--- config.mk ---
export PLATFORM = sky130hd
export DESIGN_NAME = ipr_nvme_cq_sm_flat
export DESIGN_NICKNAME = d
export VERILOG_FILES = /design/src/rtl/ipr_nvme_cq_sm_if.sv /design/src/rtl/ipr_nvme_cq_sm.sv /design/src/flat_wrapper.sv
export SDC_FILE = /design/constraint.sdc
export NUM_CORES = 1
export LEC_CHECK = 0
export CAP_MARGIN = 0
export CORE_AREA = 2 2 145 147
export CTS_BUF_LIST = sky130_fd_sc_hd__clkbuf_8 sky130_fd_sc_hd__clkbuf_16
export CTS_CLUSTER_SIZE = 12
export DETAILED_ROUTE_END_ITERATION = 10
export DIE_AREA = 0 0 147 149
export PLACE_DENSITY = 0.68
export SKIP_CTS_REPAIR_TIMING = 1
export SYNTH_ARGS = -nofsm -noshare
export SYNTH_HDL_FRONTEND = slang
export SYNTH_SLANG_ARGS = --single-unit
export TNS_END_PERCENT = 20
--- constraint.sdc ---
create_clock -name clk_in -period 3.2 [get_ports clk_in]
set_input_delay 0.64 -clock clk_in [delete_from_list [all_inputs] [get_ports clk_in]]
set_output_delay 0.64 -clock clk_in [all_outputs]
set_load 0.03 [all_outputs]
--- src/rtl/ipr_nvme_cq_sm_if.sv ---
// rtl/ipr_nvme_cq_sm_if.sv - CQ FIFO, parsed-completion, head-doorbell and status signals of ipr_nvme_cq_sm
interface ipr_nvme_cq_sm_if;
    logic        is_io_queue;
    logic [31:0] din;
    logic        cq_fifo_empty;
    logic        rd_en;
    logic        cqe_valid;
    logic        cqe_ack;
    logic [31:0] cqe_dw0;
    logic [15:0] cqe_sq_head;
    logic [15:0] cqe_sq_id;
    logic [15:0] cqe_cid;
    logic [14:0] cqe_status;
    logic        cqe_is_io;
    logic [15:0] acq_head_local;
    logic [15:0] iocq_head_local;
    logic        acq_head_done;
    logic        acq_head_done_ack;
    logic        iocq_head_done;
    logic        iocq_head_done_ack;
    logic        phase_err;
    logic        cq_timeout;
    logic [15:0] admin_cpl_cnt;
    logic [31:0] io_cpl_cnt;

    modport master (
        input  is_io_queue, din, cq_fifo_empty, cqe_ack, acq_head_done_ack, iocq_head_done_ack,
        output rd_en, cqe_valid, cqe_dw0, cqe_sq_head, cqe_sq_id, cqe_cid, cqe_status, cqe_is_io,
               acq_head_local, iocq_head_local, acq_head_done, iocq_head_done, phase_err,
               cq_timeout, admin_cpl_cnt, io_cpl_cnt
    );

    modport slave (
        output is_io_queue, din, cq_fifo_empty, cqe_ack, acq_head_done_ack, iocq_head_done_ack,
        input  rd_en, cqe_valid, cqe_dw0, cqe_sq_head, cqe_sq_id, cqe_cid, cqe_status, cqe_is_io,
               acq_head_local, iocq_head_local, acq_head_done, iocq_head_done, phase_err,
               cq_timeout, admin_cpl_cnt, io_cpl_cnt
    );
endinterface

--- src/rtl/ipr_nvme_cq_sm.sv ---
// rtl/ipr_nvme_cq_sm.sv - CQE parser: 4-dword pop, phase check, ACQ/IOCQ head tracking and head-doorbell handshake
// Optional starve timeout enabled by NVME_CQ_TIMEOUT_EN.
module ipr_nvme_cq_sm #(
`ifdef NVME_CQ_TIMEOUT_EN
    parameter logic [15:0] TIMEOUT_CYCLES = 16'd1024,
`endif
    parameter logic [15:0] ADMIN_SIZE = 16'h000f,
    parameter logic [15:0] IO_SIZE    = 16'h003f
) (
    input  logic             clk_in,
    input  logic             resetb,
    ipr_nvme_cq_sm_if.master bus
);
    typedef enum logic [3:0] {
        S_IDLE    = 4'b0001,
        S_READ    = 4'b0010,
        S_CHECK   = 4'b0100,
        S_PRESENT = 4'b1000
    } state_t;

    state_t      state_q, state_d;
    logic [1:0]  cnt_q, cnt_d;
    logic        is_io_q, is_io_d;
    logic [31:0] dw0_q, dw0_d, dw2_q, dw2_d, dw3_q, dw3_d;
    logic        ph_adm_q, ph_adm_d, ph_io_q, ph_io_d;
    logic [15:0] acq_head_q, acq_head_d, iocq_head_q, iocq_head_d;
    logic        acq_done_q, acq_done_d, iocq_done_q, iocq_done_d;
    logic [15:0] adm_cnt_q, adm_cnt_d;
    logic [31:0] io_cnt_q, io_cnt_d;
    logic        phase_err_c;
    logic        pop;
    logic        phase_ok;
`ifdef NVME_CQ_TIMEOUT_EN
    logic [15:0] starve_q, starve_d;
    logic        timeout_q, timeout_d;
`endif

    assign pop      = (state_q == S_READ) && !bus.cq_fifo_empty;
    assign phase_ok = dw3_q[16] == (is_io_q ? ph_io_q : ph_adm_q);

    always_comb begin
        state_d     = state_q;
        cnt_d       = cnt_q;
        is_io_d     = is_io_q;
        dw0_d       = dw0_q;
        dw2_d       = dw2_q;
        dw3_d       = dw3_q;
        ph_adm_d    = ph_adm_q;
        ph_io_d     = ph_io_q;
        acq_head_d  = acq_head_q;
        iocq_head_d = iocq_head_q;
        // an ack only clears; a set in S_CHECK below overrides it
        acq_done_d  = acq_done_q & ~bus.acq_head_done_ack;
        iocq_done_d = iocq_done_q & ~bus.iocq_head_done_ack;
        adm_cnt_d   = adm_cnt_q;
        io_cnt_d    = io_cnt_q;
        phase_err_c = 1'b0;
`ifdef NVME_CQ_TIMEOUT_EN
        starve_d    = '0;
        timeout_d   = timeout_q;
`endif
        case (state_q)
            S_IDLE: begin
                if (!bus.cq_fifo_empty) state_d = S_READ;
            end
            S_READ: begin
                if (pop) begin
                    cnt_d = cnt_q + 2'd1;
                    case (cnt_q)
                        2'd0: begin
                            dw0_d   = bus.din;
                            is_io_d = bus.is_io_queue;
                        end
                        2'd2: dw2_d = bus.din;
                        2'd3: begin
                            dw3_d   = bus.din;
                            state_d = S_CHECK;
                        end
                        default: ;
                    endcase
                end
`ifdef NVME_CQ_TIMEOUT_EN
                else if (starve_q == TIMEOUT_CYCLES - 16'd1) begin
                    timeout_d = 1'b1;
                    cnt_d     = '0;
                    state_d   = S_IDLE;
                end else begin
                    starve_d = starve_q + 16'd1;
                end
`endif
            end
            S_CHECK: begin
                if (phase_ok) begin
                    if (is_io_q) begin
                        if (iocq_head_q == IO_SIZE) begin
                            iocq_head_d = '0;
                            ph_io_d     = ~ph_io_q;
                        end else begin
                            iocq_head_d = iocq_head_q + 16'd1;
                        end
                        iocq_done_d = 1'b1;
                    end else begin
                        if (acq_head_q == ADMIN_SIZE) begin
                            acq_head_d = '0;
                            ph_adm_d   = ~ph_adm_q;
                        end else begin
                            acq_head_d = acq_head_q + 16'd1;
                        end
                        acq_done_d = 1'b1;
                    end
                    state_d = S_PRESENT;
                end else begin
                    phase_err_c = 1'b1;
                    state_d     = S_IDLE;
                end
            end
            S_PRESENT: begin
                if (bus.cqe_ack) begin
                    if (is_io_q) io_cnt_d = io_cnt_q + 32'd1;
                    else         adm_cnt_d = adm_cnt_q + 16'd1;
                    state_d = S_IDLE;
                end
            end
            default: state_d = S_IDLE;
        endcase
    end

    always_ff @(posedge clk_in) begin
        if (resetb) begin
            state_q     <= S_IDLE;
            cnt_q       <= '0;
            is_io_q     <= 1'b0;
            dw0_q       <= '0;
            dw2_q       <= '0;
            dw3_q       <= '0;
            ph_adm_q    <= 1'b1;
            ph_io_q     <= 1'b1;
            acq_head_q  <= '0;
            iocq_head_q <= '0;
            acq_done_q  <= 1'b0;
            iocq_done_q <= 1'b0;
            adm_cnt_q   <= '0;
            io_cnt_q    <= '0;
        end else begin
            state_q     <= state_d;
            cnt_q       <= cnt_d;
            is_io_q     <= is_io_d;
            dw0_q       <= dw0_d;
            dw2_q       <= dw2_d;
            dw3_q       <= dw3_d;
            ph_adm_q    <= ph_adm_d;
            ph_io_q     <= ph_io_d;
            acq_head_q  <= acq_head_d;
            iocq_head_q <= iocq_head_d;
            acq_done_q  <= acq_done_d;
            iocq_done_q <= iocq_done_d;
            adm_cnt_q   <= adm_cnt_d;
            io_cnt_q    <= io_cnt_d;
        end
    end

`ifdef NVME_CQ_TIMEOUT_EN
    always_ff @(posedge clk_in) begin
        if (resetb) begin
            starve_q  <= '0;
            timeout_q <= 1'b0;
        end else begin
            starve_q  <= starve_d;
            timeout_q <= timeout_d;
        end
    end
    assign bus.cq_timeout = timeout_q;
`else
    assign bus.cq_timeout = 1'b0;
`endif

    assign bus.rd_en           = pop;
    assign bus.cqe_valid       = (state_q == S_PRESENT);
    assign bus.cqe_dw0         = dw0_q;
    assign bus.cqe_sq_head     = dw2_q[15:0];
    assign bus.cqe_sq_id       = dw2_q[31:16];
    assign bus.cqe_cid         = dw3_q[15:0];
    assign bus.cqe_status      = dw3_q[31:17];
    assign bus.cqe_is_io       = is_io_q;
    assign bus.acq_head_local  = acq_head_q;
    assign bus.iocq_head_local = iocq_head_q;
    assign bus.acq_head_done   = acq_done_q;
    assign bus.iocq_head_done  = iocq_done_q;
    assign bus.phase_err       = phase_err_c;
    assign bus.admin_cpl_cnt   = adm_cnt_q;
    assign bus.io_cpl_cnt      = io_cnt_q;
endmodule

--- src/flat_wrapper.sv ---
// flat-port wrapper written by rule: the top's interface ports become plain ports
module ipr_nvme_cq_sm_flat 
#(

    parameter logic [15:0] ADMIN_SIZE = 16'h000f,
    parameter logic [15:0] IO_SIZE    = 16'h003f
)
  (clk_in, resetb, bus_is_io_queue, bus_din, bus_cq_fifo_empty, bus_cqe_ack, bus_acq_head_done_ack, bus_iocq_head_done_ack, bus_rd_en, bus_cqe_valid, bus_cqe_dw0, bus_cqe_sq_head, bus_cqe_sq_id, bus_cqe_cid, bus_cqe_status, bus_cqe_is_io, bus_acq_head_local, bus_iocq_head_local, bus_acq_head_done, bus_iocq_head_done, bus_phase_err, bus_cq_timeout, bus_admin_cpl_cnt, bus_io_cpl_cnt);
  ipr_nvme_cq_sm_if bus_i ();
  input  logic clk_in;
  input  logic resetb;
  input wire logic [$bits(bus_i.is_io_queue)-1:0] bus_is_io_queue;
  input wire logic [$bits(bus_i.din)-1:0] bus_din;
  input wire logic [$bits(bus_i.cq_fifo_empty)-1:0] bus_cq_fifo_empty;
  input wire logic [$bits(bus_i.cqe_ack)-1:0] bus_cqe_ack;
  input wire logic [$bits(bus_i.acq_head_done_ack)-1:0] bus_acq_head_done_ack;
  input wire logic [$bits(bus_i.iocq_head_done_ack)-1:0] bus_iocq_head_done_ack;
  output wire logic [$bits(bus_i.rd_en)-1:0] bus_rd_en;
  output wire logic [$bits(bus_i.cqe_valid)-1:0] bus_cqe_valid;
  output wire logic [$bits(bus_i.cqe_dw0)-1:0] bus_cqe_dw0;
  output wire logic [$bits(bus_i.cqe_sq_head)-1:0] bus_cqe_sq_head;
  output wire logic [$bits(bus_i.cqe_sq_id)-1:0] bus_cqe_sq_id;
  output wire logic [$bits(bus_i.cqe_cid)-1:0] bus_cqe_cid;
  output wire logic [$bits(bus_i.cqe_status)-1:0] bus_cqe_status;
  output wire logic [$bits(bus_i.cqe_is_io)-1:0] bus_cqe_is_io;
  output wire logic [$bits(bus_i.acq_head_local)-1:0] bus_acq_head_local;
  output wire logic [$bits(bus_i.iocq_head_local)-1:0] bus_iocq_head_local;
  output wire logic [$bits(bus_i.acq_head_done)-1:0] bus_acq_head_done;
  output wire logic [$bits(bus_i.iocq_head_done)-1:0] bus_iocq_head_done;
  output wire logic [$bits(bus_i.phase_err)-1:0] bus_phase_err;
  output wire logic [$bits(bus_i.cq_timeout)-1:0] bus_cq_timeout;
  output wire logic [$bits(bus_i.admin_cpl_cnt)-1:0] bus_admin_cpl_cnt;
  output wire logic [$bits(bus_i.io_cpl_cnt)-1:0] bus_io_cpl_cnt;
  assign bus_i.is_io_queue = bus_is_io_queue;
  assign bus_i.din = bus_din;
  assign bus_i.cq_fifo_empty = bus_cq_fifo_empty;
  assign bus_i.cqe_ack = bus_cqe_ack;
  assign bus_i.acq_head_done_ack = bus_acq_head_done_ack;
  assign bus_i.iocq_head_done_ack = bus_iocq_head_done_ack;
  assign bus_rd_en = bus_i.rd_en;
  assign bus_cqe_valid = bus_i.cqe_valid;
  assign bus_cqe_dw0 = bus_i.cqe_dw0;
  assign bus_cqe_sq_head = bus_i.cqe_sq_head;
  assign bus_cqe_sq_id = bus_i.cqe_sq_id;
  assign bus_cqe_cid = bus_i.cqe_cid;
  assign bus_cqe_status = bus_i.cqe_status;
  assign bus_cqe_is_io = bus_i.cqe_is_io;
  assign bus_acq_head_local = bus_i.acq_head_local;
  assign bus_iocq_head_local = bus_i.iocq_head_local;
  assign bus_acq_head_done = bus_i.acq_head_done;
  assign bus_iocq_head_done = bus_i.iocq_head_done;
  assign bus_phase_err = bus_i.phase_err;
  assign bus_cq_timeout = bus_i.cq_timeout;
  assign bus_admin_cpl_cnt = bus_i.admin_cpl_cnt;
  assign bus_io_cpl_cnt = bus_i.io_cpl_cnt;
  ipr_nvme_cq_sm #(.ADMIN_SIZE(ADMIN_SIZE), .IO_SIZE(IO_SIZE)) u_core (.clk_in(clk_in), .resetb(resetb), .bus(bus_i));
endmodule
==> Yosys cells after proc, flatten, opt, wreduce, memory -nomap -nowiden <==
Index checks and enable logic that the tools add are counted.
{ "totals": {"ff_bits": 187, "input_bits": 39, "output_inout_bits": 182, "wordCells": 70} }
{ "classes": {"n_addsub": 5, "eq_ne": 13, "n_mux": 17, "n_bitwise": 7, "reduce_logical": 14} }
{ "ops": {"columns": ["cell", "n"], "rows": [
  ["$add A16 B1 Y16 const B", 3],
  ["$add A32 B1 Y32 const B", 1],
  ["$mux W16", 2],
  ["$reduce_and A3 Y1", 7],
  ["$mux W4", 5],
  ["$eq A16 B4 Y1 const B", 1],
  ["$eq A16 B6 Y1 const B", 1],
  ["$pmux W4 S4", 1],
  ["$reduce_and A4 Y1", 3],
  ["$mux W1", 9],
  ["$ne A2 B2 Y1 const B", 4],
  ["$not A1 Y1", 5],
  ["$eq A2 B2 Y1 const B", 2],
  ["$eq A4 B1 Y1 const B", 1],
  ["$eq A4 B2 Y1 const B", 1],
  ["$eq A4 B3 Y1 const B", 1],
  ["$eq A4 B4 Y1 const B", 1],
  ["$add A2 B1 Y2 const B", 1],
  ["$and A1 B1 Y1", 2],
  ["$logic_not A2 Y1", 1],
  ["$reduce_and A2 Y1", 1],
  ["$eq A1 B1 Y1", 1],
  ["$logic_and A1 B1 Y1", 1],
  ["$logic_not A1 Y1", 1]
]} }

==> Longest topological paths before layout <==
{ "depth": {"word_depth": 5, "ltp_mapped": 7} }

==> Least setup slack after synthesis <==
No wires, ideal clock.
{ "synth_timing": {"kind": "register to register", "startpoint": "reg u_core.io_cnt_q[8] (netlist: u_core.bus.io_cpl_cnt[8])", "endpoint": "reg u_core.io_cnt_q[29] (netlist: u_core.bus.io_cpl_cnt[29])", "setup_ps": 121, "arrival_time_ps": 2200, "path_slack_ps": 879, "path_stages_with_launch": 7, "cell_sequence": "dfxtp_1 nand4_1 or4_1 clkbuf_1 clkbuf_1 nor4_1 mux2_2"} }
{ "synth_between": {"elab_chain_len": 1} }
{ "synth_lines": {"columns": ["element", "line", "text"], "rows": [
  ["start: declaration", "ipr_nvme_cq_sm.sv:29", "logic [31:0] io_cnt_q, io_cnt_d;"],
  ["start signal: assignment", "ipr_nvme_cq_sm.sv:158", "io_cnt_q <= io_cnt_d;"],
  ["$add A32 B1 Y32", "ipr_nvme_cq_sm.sv:119", "if (is_io_q) io_cnt_d = io_cnt_q + 32'd1;"]
]} }
No other way between the ends.
A chain may end at the register's enable or synchronous reset.

==> Worst setup path in the final report <==
{ "layout_timing": {"startpoint": "reg u_core.state_q[3]", "endpoint": "out bus_cqe_valid"} }
{ "layout_between": {"elab_chain_len": 1} }
{ "layout_lines": {"columns": ["element", "line", "text"], "rows": [
  ["start: declaration", "ipr_nvme_cq_sm.sv:21", "state_t state_q, state_d;"],
  ["start signal: assignment", "ipr_nvme_cq_sm.sv:145", "state_q <= state_d;"],
  ["$eq A4 B4 Y1", "ipr_nvme_cq_sm.sv:178", "assign bus.cqe_valid = (state_q == S_PRESENT);"],
  ["end: declaration", "flat_wrapper.sv:19", "output wire logic [$bits(bus_i.cqe_valid)-1:0] bus_cqe_valid;"]
]} }
No other way between the ends.

==> parameters.txt <==
Parameter                              Value

Global routing
  Maximum number of pins on one net before global-route repair    86
  Wire length of the first global-routing pass    35980 µm
  Initial antenna violation count    0
  Grt total ovfl    0
  Vias in the first global route    6937
  Global Route Usage Sum    20.15%

Timing
  Period Utilization, post-route    93.41%
  Max transition margin    50.05%
  Setup slack after layout    210.9 ps
  Final count of pins violating max slew    0
  Final count of hold timing violations    0
  Worst setup skew after layout    16.85 ps
  Maximum achievable frequency    0.3346 GHz
  Unrepaired setup endpoints after global routing    false
  Worst Tran Pin Value    749.3 ps
  Final setup violation count    0
  Shortest clock period the worst path allows after layout    2989 ps

Clock tree
  Clock tree from TritonCTS    built
  Number of sinks handled by clock tree synthesis    187
  Clock insertion delay at the later pin of the skew report    430 ps
  Clock-pin slew on the worst setup and hold paths    70 ps
  Number of clock buffers inserted by TritonCTS    17
  Buffer levels on the longest clock path    2
  CTS root buffer    sky130_fd_sc_hd__clkbuf_16
  H-tree depth    4

Final layout
  Fin cells    1438
  Count of filler cells inserted in the layout    1964
  Combined flip-flop and latch cell area    0.003744 mm²
  Final antenna diode count    0
  Area of the multi-input gates    0.003714 mm²
  Final layout net count    1197
  Area grow syn2layout    34.54%
  Share of final-layout standard cells stronger than drive strength 1    4.815%

Yosys
  Dominant cell type by area after synthesis    sky130_fd_sc_hd__dfxtp_1
  Cell types occupying the most area after synthesis    sky130_fd_sc_hd__dfxtp_1, sky130_fd_sc_hd__nand2_1, sky130_fd_sc_hd__a21oi_1
  Count of flip-flops with a built-in enable after synthesis    0
  Share of synthesized area occupied by flip-flops and latches    46.52%
  Synthesis warning total    0
  Post-Synthesis Net Count    1042
  Most common flop cell mapped by yosys    sky130_fd_sc_hd__dfxtp_1
  Total of flip-flops plus latches after synthesis    187
  Top cell type's share of synthesized area    46.52%
  Top-count cell post-synth    sky130_fd_sc_hd__nand2_1
  Ranking of synthesized cells by instance count    sky130_fd_sc_hd__nand2_1, sky130_fd_sc_hd__dfxtp_1, sky130_fd_sc_hd__a21oi_1, sky130_fd_sc_hd__clkbuf_1, sky130_fd_sc_hd__nor2_1
  Ys async rst share    0%
  Cell area after technology mapping    0.008046 mm²
  Count of mapped cells out of synthesis    996
  Syn_area_per_cell    8.079 µm²
  Count of distinct cell types in the synthesized netlist    50

Detailed routing
  DRT iter0 DRCs    367
  Count of unresolved DRC violations after routing    0
  Wire per inst    15.39 µm
  Vias after detailed routing    7506
  Detailed route wirelength on metal2    10260 µm
  Length of the first detailed-routing pass in iterations    5
  Detailed-routing wirelength on met1    9900 µm
  WL met3    1742 µm
  Antenna-violating nets left    0
  Detailed-route wire length    22130 µm
  Uppermost layer routed    met4
  Routed via count divided by cell count    5.220

Power
  Share of total power in the clock network    45.8%
  Reg power frac    49.5%
  Internal power component    3.655 mW
  Power density relative to cell area    441.0 mW/mm²
  Switching portion of total power    23.44%
  Share of power burned in combinational logic    4.8%
  Maximum resistive drop on vdd    0.3330 mV
  Sw Pwr    1.119 mW
  Leakage power summed over all cells    3.435 nW

Min path
  Hold depth    2
  Terminating pin of the worst hold path    u_core.dw2_q[15]$_SDFFE_PP0P_
  Start point of the worst min-delay path    u_core.dw2_q[15]$_SDFFE_PP0P_
  Path category of the worst min-delay check    reg2reg

Place
  Final HPWL DP    14750 µm
  Number of port buffers    219
  Placement-stage worst setup slack    254.3 ps
  Final RePlAce weighted congestion    0.7796
  Total placed cells including tap cells    1407

Die
  Effective utilization at floorplan    39.14%
  Core Box Area    0.02056 mm²
  Floorplan die width    147 µm
  Number of placement rows    53
  Die H    149 µm
  Die Outline Area    0.02190 mm²
  Count of boundary I/O pins    221

Setup path
  Critical path endpoint category    primary output
  Register-to-register setup slack    620 ps
  Depth of the worst register-to-register path    4
  Required time at the worst-slack endpoint    2560 ps
  Destination of the worst register-to-register timing path    u_core.bus.io_cpl_cnt[20]$_SDFFE_PP0P_
  Maximum fanout along the worst path    14
  Kind of critical path    reg2out
  Arrival time at the worst endpoint    2350 ps
  Worst R2R Start    u_core.state_q[3]$_SDFFE_PP0P_
  Sort of element at the start of the critical path    flip-flop

Outcome
  Run status    complete, no violations

Flow run
  Total of max-cap violations    0
## metrics by stage
| step | util (%) | TNS, ps | total power, mW | area, µm² | hold WS (ps) |
|---|---|---|---|---|---|
| after detailed placement | 49.69 | 0 | 2.644 | 10210 | 445.3 |
| after CTS | 52.64 | -44.20 | 4.833 | 10820 | 455.8 |
| after global routing | 52.66 | 0 | 4.958 | 10830 | 476.5 |
| final | 52.66 | 0 | 4.774 | 10830 | 452.4 |
| after global placement | 49.69 | 0 | 2.641 | 10210 | 440.2 |
| after floorplan | - | 0 | 2.530 | 8046 | 436.7 |
## kinds of logic (layout without fill, tap and decap cells)
family,Yosys count,count (layout),share of synthesized area [%]
other,1,1,0.04660
AND/OR/NAND/NOR,430,430,26.22
XOR/XNOR,24,24,2.612
buffers and inverters,121,288,7.386
adder cells (fa/ha/maj),7,7,1.088
multiplexers,7,7,0.9174
AO/OA/AOI/OAI,219,219,15.21
flip-flops,187,187,46.52
## layout make-up
cell class | instances | share of cell area [%]
Sequential cell | 187 | 34.58
Inverter | 24 | 0.8322
Timing Repair Buffer | 233 | 21.51
Clock inverter | 12 | 1.410
Multi-Input combinational cell | 688 | 34.30
Clock buffer | 19 | 4.184
Tap cell | 275 | 3.178
## metal layers
metal,vias to the layer above,track usage (%)
met5,-,0
li1,3781,-
met3,15,6.636
met4,0,5.962
met2,203,31.85
met1,3507,26.43
## worst max-delay path by stage
| stage | end | slack, ps | cells past startpoint | startpoint |
|---|---|---|---|---|
| 5_1_grt | bus_cqe_valid | 110 | 3 | u_core.state_q[3]$_SDFFE_PP0P_ |
| 4_1_cts | bus_rd_en | -40 | 3 | u_core.state_q[1]$_SDFFE_PP0P_ |
| 2_1_floorplan | u_core.bus.io_cpl_cnt[29]$_SDFFE_PP0P_ | 880 | 6 | u_core.bus.io_cpl_cnt[8]$_SDFFE_PP0P_ |
| 3_3_place_gp | u_core.bus.admin_cpl_cnt[15]$_SDFFE_PP0P_ | 300 | 5 | bus_cqe_ack |
| 3_5_place_dp | u_core.bus.admin_cpl_cnt[15]$_SDFFE_PP0P_ | 250 | 5 | bus_cqe_ack |
| 6_report | bus_cqe_valid | 210 | 3 | u_core.state_q[3]$_SDFFE_PP0P_ |
## critical path: stages, from the launching register on
cell                              delay (ps)
sky130_fd_sc_hd__dfxtp_1                 480
sky130_fd_sc_hd__or4b_4                  600
sky130_fd_sc_hd__inv_1                   130
sky130_fd_sc_hd__clkdlybuf4s50_1         710
## state kept, by name, indices dropped and copies added, names as in the netlist
| signal | flops |
|---|---|
| u_core.bus.cqe_dw0 | 32 |
| u_core.dw3_q | 32 |
| u_core.bus.acq_head_local | 16 |
| u_core.bus.io_cpl_cnt | 32 |
| u_core.cnt_q | 2 |
| u_core.bus.acq_head_done | 1 |
| u_core.bus.admin_cpl_cnt | 16 |
| u_core.state_q | 4 |
| u_core.ph_io_q | 1 |
| u_core.bus.cqe_is_io | 1 |
| u_core.dw2_q | 32 |
| u_core.bus.iocq_head_local | 16 |
| u_core.ph_adm_q | 1 |
| u_core.bus.iocq_head_done | 1 |
## power groups by stage
stage               clock [mW]  sequential (mW)  combinational (mW)
floorplan                    0             2.43               0.103
global placement             0             2.41               0.228
detailed placement           0             2.41               0.229
CTS                       2.24             2.36               0.230
global route              2.35             2.36               0.248
finish                    2.18             2.36               0.228
## placed cells by master (no fill, tap or decap), drive strengths merged, types with 4 or more instances in the layout
cell type / n
o32ai: 7
ha: 7
dfxtp: 187
nor4: 14
or4: 29
clkdlybuf4s50: 216
clkbuf: 19
buf: 15
or3: 26
and4: 11
nand2: 223
nor3: 7
a21oi: 156
mux2i: 4
nand3: 28
xnor2: 17
and3: 13
inv: 30
o21ai: 20
nor2: 36
nand4: 23
o31ai: 26
xor2: 7
Power figures use the tool's default switching activity.
